--- src/rtl/clock_div_ctrl.sv ---
// clock_div_ctrl
// Sequences divide-ratio updates for the integer-N clock divider. Two
// requesters are arbitrated round-robin. The winning ratio is driven onto
// o_div_n and held for a settle window so the divider's output-domain
// synchronizer can absorb it. The requester is then acknowledged.
//
// Ports
//   i_clk           undivided source clock (same clock as the divider)
//   i_reset         asynchronous active-high reset
//   i_req0 / i_n0   requester 0: request level and requested ratio
//   i_req1 / i_n1   requester 1: request level and requested ratio
//   o_ack0 / o_ack1 one-cycle completion pulse per requester
//   o_div_n         registered ratio to the divider N input
//   o_busy          high whenever the sequencer is not idle
//
// state    | meaning
// S_IDLE   | arbitrate pending requests
// S_LOAD   | compare latched ratio with current; drive it if different
// S_SETTLE | hold new ratio while the settle counter runs down
// S_DONE   | pulse ack of the granted requester
module clock_div_ctrl #(
  parameter int              SIZE        = 3,
  parameter logic [SIZE-1:0] DEFAULT_N   = SIZE'(2),
  parameter int              SETTLE_MULT = 4
) (
  input  logic            i_clk,
  input  logic            i_reset,
  input  logic            i_req0,
  input  logic [SIZE-1:0] i_n0,
  input  logic            i_req1,
  input  logic [SIZE-1:0] i_n1,
  output logic            o_ack0,
  output logic            o_ack1,
  output logic [SIZE-1:0] o_div_n,
  output logic            o_busy
);

  localparam int MULT_W = $clog2(SETTLE_MULT);
  localparam int CNT_W  = SIZE + MULT_W + 1;

  typedef enum logic [1:0] {S_IDLE, S_LOAD, S_SETTLE, S_DONE} state_t;

  state_t            r_state;
  state_t            w_state_nxt;
  logic [SIZE-1:0]   r_div_n;
  logic [SIZE-1:0]   r_pending_n;
  logic              r_grant;
  logic              r_last_grant;
  logic              r_mask;
  logic              r_busy;
  logic [CNT_W-1:0]  r_settle_cnt;

  logic              w_req0_eff;
  logic              w_req1_eff;
  logic              w_grant_en;
  logic              w_grant_id;
  logic [SIZE-1:0]   w_grant_n;
  logic              w_change;
  logic [SIZE-1:0]   w_eff_old;
  logic [SIZE-1:0]   w_eff_new;
  logic [SIZE-1:0]   w_eff_max;
  logic [CNT_W-1:0]  w_settle_len;

  // r_mask is high only in the IDLE cycle right after DONE; r_grant still
  // names the requester just acknowledged, so that one sits out this round.
  assign w_req0_eff = i_req0 & ~(r_mask & ~r_grant);
  assign w_req1_eff = i_req1 & ~(r_mask &  r_grant);

  // Ratios 0 and 1 both mean bypass, so they settle like a ratio of 1.
  assign w_eff_old    = (r_div_n     < SIZE'(2)) ? SIZE'(1) : r_div_n;
  assign w_eff_new    = (r_pending_n < SIZE'(2)) ? SIZE'(1) : r_pending_n;
  assign w_eff_max    = (w_eff_old > w_eff_new) ? w_eff_old : w_eff_new;
  // SETTLE_MULT is a power of two, so the multiply reduces to a shift.
  assign w_settle_len = CNT_W'(w_eff_max) << MULT_W;
  assign w_change     = (r_pending_n != r_div_n);
  assign w_grant_n    = w_grant_id ? i_n1 : i_n0;

  always_comb begin
    w_state_nxt = r_state;
    w_grant_en  = 1'b0;
    w_grant_id  = r_grant;
    o_ack0      = 1'b0;
    o_ack1      = 1'b0;
    case (r_state)
      S_IDLE: begin
        if (w_req0_eff && w_req1_eff) begin
          w_grant_en = 1'b1;
          w_grant_id = ~r_last_grant;
        end else if (w_req0_eff) begin
          w_grant_en = 1'b1;
          w_grant_id = 1'b0;
        end else if (w_req1_eff) begin
          w_grant_en = 1'b1;
          w_grant_id = 1'b1;
        end
        if (w_grant_en) w_state_nxt = S_LOAD;
      end
      S_LOAD:   w_state_nxt = w_change ? S_SETTLE : S_DONE;
      S_SETTLE: if (r_settle_cnt == '0) w_state_nxt = S_DONE;
      S_DONE: begin
        o_ack0      = ~r_grant;
        o_ack1      =  r_grant;
        w_state_nxt = S_IDLE;
      end
      default:  w_state_nxt = S_IDLE;
    endcase
  end

  always_ff @(posedge i_clk or posedge i_reset) begin
    if (i_reset) begin
      r_state      <= S_IDLE;
      r_div_n      <= DEFAULT_N;
      r_pending_n  <= '0;
      r_grant      <= 1'b0;
      r_last_grant <= 1'b1;
      r_mask       <= 1'b0;
      r_busy       <= 1'b0;
      r_settle_cnt <= '0;
    end else begin
      r_state <= w_state_nxt;
      r_busy  <= (w_state_nxt != S_IDLE);
      r_mask  <= (r_state == S_DONE);
      if (w_grant_en) begin
        r_pending_n  <= w_grant_n;
        r_grant      <= w_grant_id;
        r_last_grant <= w_grant_id;
      end
      if (r_state == S_LOAD && w_change) begin
        r_div_n      <= r_pending_n;
        r_settle_cnt <= w_settle_len - CNT_W'(1);
      end else if (r_state == S_SETTLE && r_settle_cnt != '0) begin
        r_settle_cnt <= r_settle_cnt - CNT_W'(1);
      end
    end
  end

  assign o_div_n = r_div_n;
  assign o_busy  = r_busy;

endmodule

--- config.mk ---
export PLATFORM = sky130hd
export DESIGN_NAME = clock_div_ctrl
export DESIGN_NICKNAME = d
export VERILOG_FILES = /design/src/rtl/clock_div_ctrl.sv
export SDC_FILE = /design/constraint.sdc
export NUM_CORES = 1
export LEC_CHECK = 0
export BUFFER_PORTS_ARGS = -buffer_cell sky130_fd_sc_hd__buf_4
export CAP_MARGIN = 20
export CORE_UTILIZATION = 55
export CTS_BUF_LIST = sky130_fd_sc_hd__clkbuf_16
export DETAILED_ROUTE_END_ITERATION = 12
export PLACE_DENSITY = 0.77
export SYNTH_ARGS = -nofsm -noshare
export SYNTH_HDL_FRONTEND = slang
export SYNTH_SLANG_ARGS = --single-unit
--- constraint.sdc ---
create_clock -name i_clk -period 2.4 [get_ports i_clk]
set_clock_uncertainty 0.1 [all_clocks]
set_input_delay 0.12 -clock i_clk [delete_from_list [all_inputs] [get_ports i_clk]]
set_output_delay 0.12 -clock i_clk [all_outputs]
set_load 0.02 [all_outputs]
==> impl_metrics.env <==
export IMPL_crit_path_time_final_ns=2.17
export IMPL_cts_htree_levels=1
export IMPL_dieHeight_um=47.0
export IMPL_path_max_fanout=5
export IMPL_netlist_cell_type_count=36
export IMPL_setup_repair_after_global_routing_missed_its_margin="false"
export IMPL_layout_commonest_cell="sky130_fd_sc_hd__dfrtp_1"
export IMPL_syn_to_final_growth_pct=21.5
export IMPL_sequential_group_share_of_total_power_pct=30.4
export IMPL_synth_area_mm2=0.00111
export IMPL_detail_route_drc_violations=0
export IMPL_bufs_on_longest_clock_path=2
export IMPL_vias_per_cell=5.67
export IMPL_grt_ovfl_total=0
export IMPL_r2r_end="r_settle_cnt[4]"
export IMPL_antenna_violations_before_repair=0
export IMPL_num_antenna_cells=0
export IMPL_yosysSeqAreaShare_pct=40.7
export IMPL_netSwitchingFraction_pct=42.3
export IMPL_yosys_top_cell_area_share_pct=36.0
export IMPL_synthesis_nets=134
export IMPL_outcome="completed"
export IMPL_final_cell_mix="sky130_fd_sc_hd__dfrtp_1, sky130_fd_sc_hd__nand2_1, sky130_fd_sc_hd__buf_4"
export IMPL_multi_input_area_um2=618
export IMPL_final_area_mm2=0.00135
export IMPL_share_clk_of_total_power_pct=16.6
export IMPL_floorplan_io_pins=16
export IMPL_drt_iter0_drc=9
export IMPL_power_combinational_fraction_pct=53.0
export IMPL_postRouteAntennaNets=0
export IMPL_syn_area_per_cell_um2=9.76
export IMPL_hpwl_um=1670
export IMPL_relSlewSlack_pct=53.2
export IMPL_grt_pass1_vias=853
export IMPL_rows=15
export IMPL_cell_types_with_the_largest_area_share_after_synthesis="sky130_fd_sc_hd__dfrtp_1, sky130_fd_sc_hd__ha_1, sky130_fd_sc_hd__mux2i_1"
export IMPL_worstHoldPathType="input pin to flip-flop"
export IMPL_p_leak_nw=0.649
export IMPL_net_switching_power_mw=0.864
export IMPL_wl_per_cell_um=13.3
export IMPL_finalCritPeriodShare_pct=90.3
export IMPL_tritoncts_clock_tree="done"
export IMPL_yosysWarnings=0
export IMPL_holdPathEnd="r_pending_n[0]"
export IMPL_die_outline_area_mm2=0.00221
export IMPL_netlist_top_cell_by_area="sky130_fd_sc_hd__dfrtp_1"
export IMPL_cts_resized=0
export IMPL_holdCritStartpoint="i_n1[0]"
export IMPL_ys_ff_latch=18
export IMPL_number_of_setup_violations_in_the_final_report=0
export IMPL_power_per_cell_area_mw_per_mm2=1510
export IMPL_cts_hold_buffers_added=2
export IMPL_clock_network_latency_to_the_later_pin_of_the_worst_skew_pair_ns=0.25
export IMPL_layout_drive_gt1_share_pct=17.9
export IMPL_filler_cell_count=145
export IMPL_grt_util_all_layers_pct=23.6
export IMPL_initial_core_util_pct=61.7
export IMPL_port_buffer_count=15
export IMPL_setup_worst_path_class="flip-flop to flip-flop"
export IMPL_setup_worst_path_end_class="flip-flop"
export IMPL_fin_setup_tns_ns=0
export IMPL_post_cts_repair_setup_buffers=0
export IMPL_cts_inserted_buffers=3
export IMPL_syn_inst=114
export IMPL_rr_startpoint="o_div_n[1]"
export IMPL_maximum_number_of_pins_on_one_net_before_global_route_repair=19
export IMPL_die_x_um=47.0
export IMPL_critPathArrivalTime_ns=2.18
export IMPL_placeable_core_region_mm2=0.00180
export IMPL_final_report_max_slew_violation_count=0
export IMPL_internal_power_mw=1.18
export IMPL_worst_setup_hold_path_clk_slew_ns=0.05
export IMPL_cts_sinks=18
export IMPL_worstRegToRegCells=9
export IMPL_timing_max_cap_violations=0
export IMPL_timing_hold_violations_final=0
export IMPL_gp_congestion=0.795
export IMPL_grt_pass1_wl_um=3470
export IMPL_holdWs_ns=0.0416
export IMPL_cts_root_buffer="sky130_fd_sc_hd__clkbuf_16"
export IMPL_worstPathRequired_ns=2.42
export IMPL_max_freq_mhz=461
export IMPL_drt_wl_total_um=2120
export IMPL_max_vdd_ir_drop_mv=1.00
export IMPL_utilization_pct=75.0
export IMPL_seqCellArea_um2=453
export IMPL_hold_path_depth=3
export IMPL_worst_setup_sp_type="flip-flop"
export IMPL_tightestPinTransition_ns=0.701
export IMPL_regToRegSetupSlack_ns=0.23
export IMPL_firstDrtPassIters=4
export IMPL_vias=901
export IMPL_layout_nets=155
export IMPL_finalPower_mw=2.04
export IMPL_placed_area_mm2=0.00125
## Yosys cell counts, drive strengths merged
library cell,count
o211ai,2
a21oi,5
o21bai,1
xor2,1
or2,1
and3,2
a22o,1
a22oi,1
mux2i,7
nand2,15
a21boi,1
nor3,2
dfrtp,16
and2,1
a41oi,1
nor4,2
a21o,1
nor2b,2
inv,10
o2bb2ai,2
or3,1
clkbuf,1
a31oi,1
ha,10
xnor2,4
dfstp,2
nand3b,1
mux2,3
nor2,5
a211oi,3
o21ai,6
a32oi,1
nand3,2
## per-layer routing
metal / vias to the layer above / GRT usage, % / routed length, um
met5: - / 0 / 0
met4: 0 / 10.3 / 11
met3: 2 / 3.46 / 72
met2: 22 / 44.4 / 1150
met1: 432 / 26.2 / 893
li1: 445 / - / -
## worst max-delay path by stage
stage,startpoint,to,slack [ns]
6_report,o_div_n[1],r_settle_cnt[4],0.23
4_1_cts,o_div_n[1],r_settle_cnt[4],0.23
3_3_place_gp,o_div_n[1],r_settle_cnt[4],0.28
2_1_floorplan,o_div_n[1],r_settle_cnt[4],0.31
3_5_place_dp,o_div_n[1],r_settle_cnt[4],0.23
5_1_grt,r_pending_n[2],r_settle_cnt[4],0.03
## flip-flops by register name (all words and copies together), names as in the netlist
| name | flops |
|---|---|
| r_last_grant | 1 |
| r_state | 2 |
| r_grant | 1 |
| o_busy | 1 |
| r_settle_cnt | 6 |
| r_mask | 1 |
| o_div_n | 3 |
| r_pending_n | 3 |
## logic make-up after synthesis
family / count (synthesis) / share of synthesized area [%]
compound gates: 26 / 16.2
xor+xnor: 5 / 3.94
fa+ha+maj: 10 / 11.2
buf+inv: 11 / 3.71
flops: 18 / 40.7
mux: 10 / 9.34
simple gates: 34 / 14.8
## final cells by class
class | instances | share of cell area [%]
Clock buffer | 3 | 5.56
Clock inverter | 1 | 0.278
Inverter | 10 | 2.78
Multi-Input combinational cell | 85 | 45.7
Sequential cell | 18 | 33.5
Tap cell | 25 | 2.31
Timing Repair Buffer | 17 | 9.81
## power groups by stage
stage                     combinational, mW  clock, mW  sequential, mW
final                                  1.08      0.338           0.621
after global routing                   1.23      0.356           0.640
after CTS                              1.10      0.343           0.621
after detailed placement               1.09          0           0.623
after global placement                 1.05          0           0.610
after floorplan                       0.815          0           0.620
## stage by stage
stage               setup slack [ns]  instances
floorplan                      0.309        114
global placement               0.284        153
detailed placement             0.232        153
CTS                            0.228        159
global route                  0.0317        159
finish                         0.233        159
## worst max-delay path, stage by stage, from the launching register on
cell	delay [ns]
sky130_fd_sc_hd__dfstp_2	0.56
sky130_fd_sc_hd__nor2_1	0.06
sky130_fd_sc_hd__nor2_1	0.10
sky130_fd_sc_hd__ha_1	0.23
sky130_fd_sc_hd__and3_1	0.18
sky130_fd_sc_hd__nor3_1	0.19
sky130_fd_sc_hd__o2bb2ai_1	0.19
sky130_fd_sc_hd__ha_1	0.21
sky130_fd_sc_hd__xor2_1	0.13
sky130_fd_sc_hd__o21ai_0	0.08
Note: power is estimated with default switching activity, not from simulation.
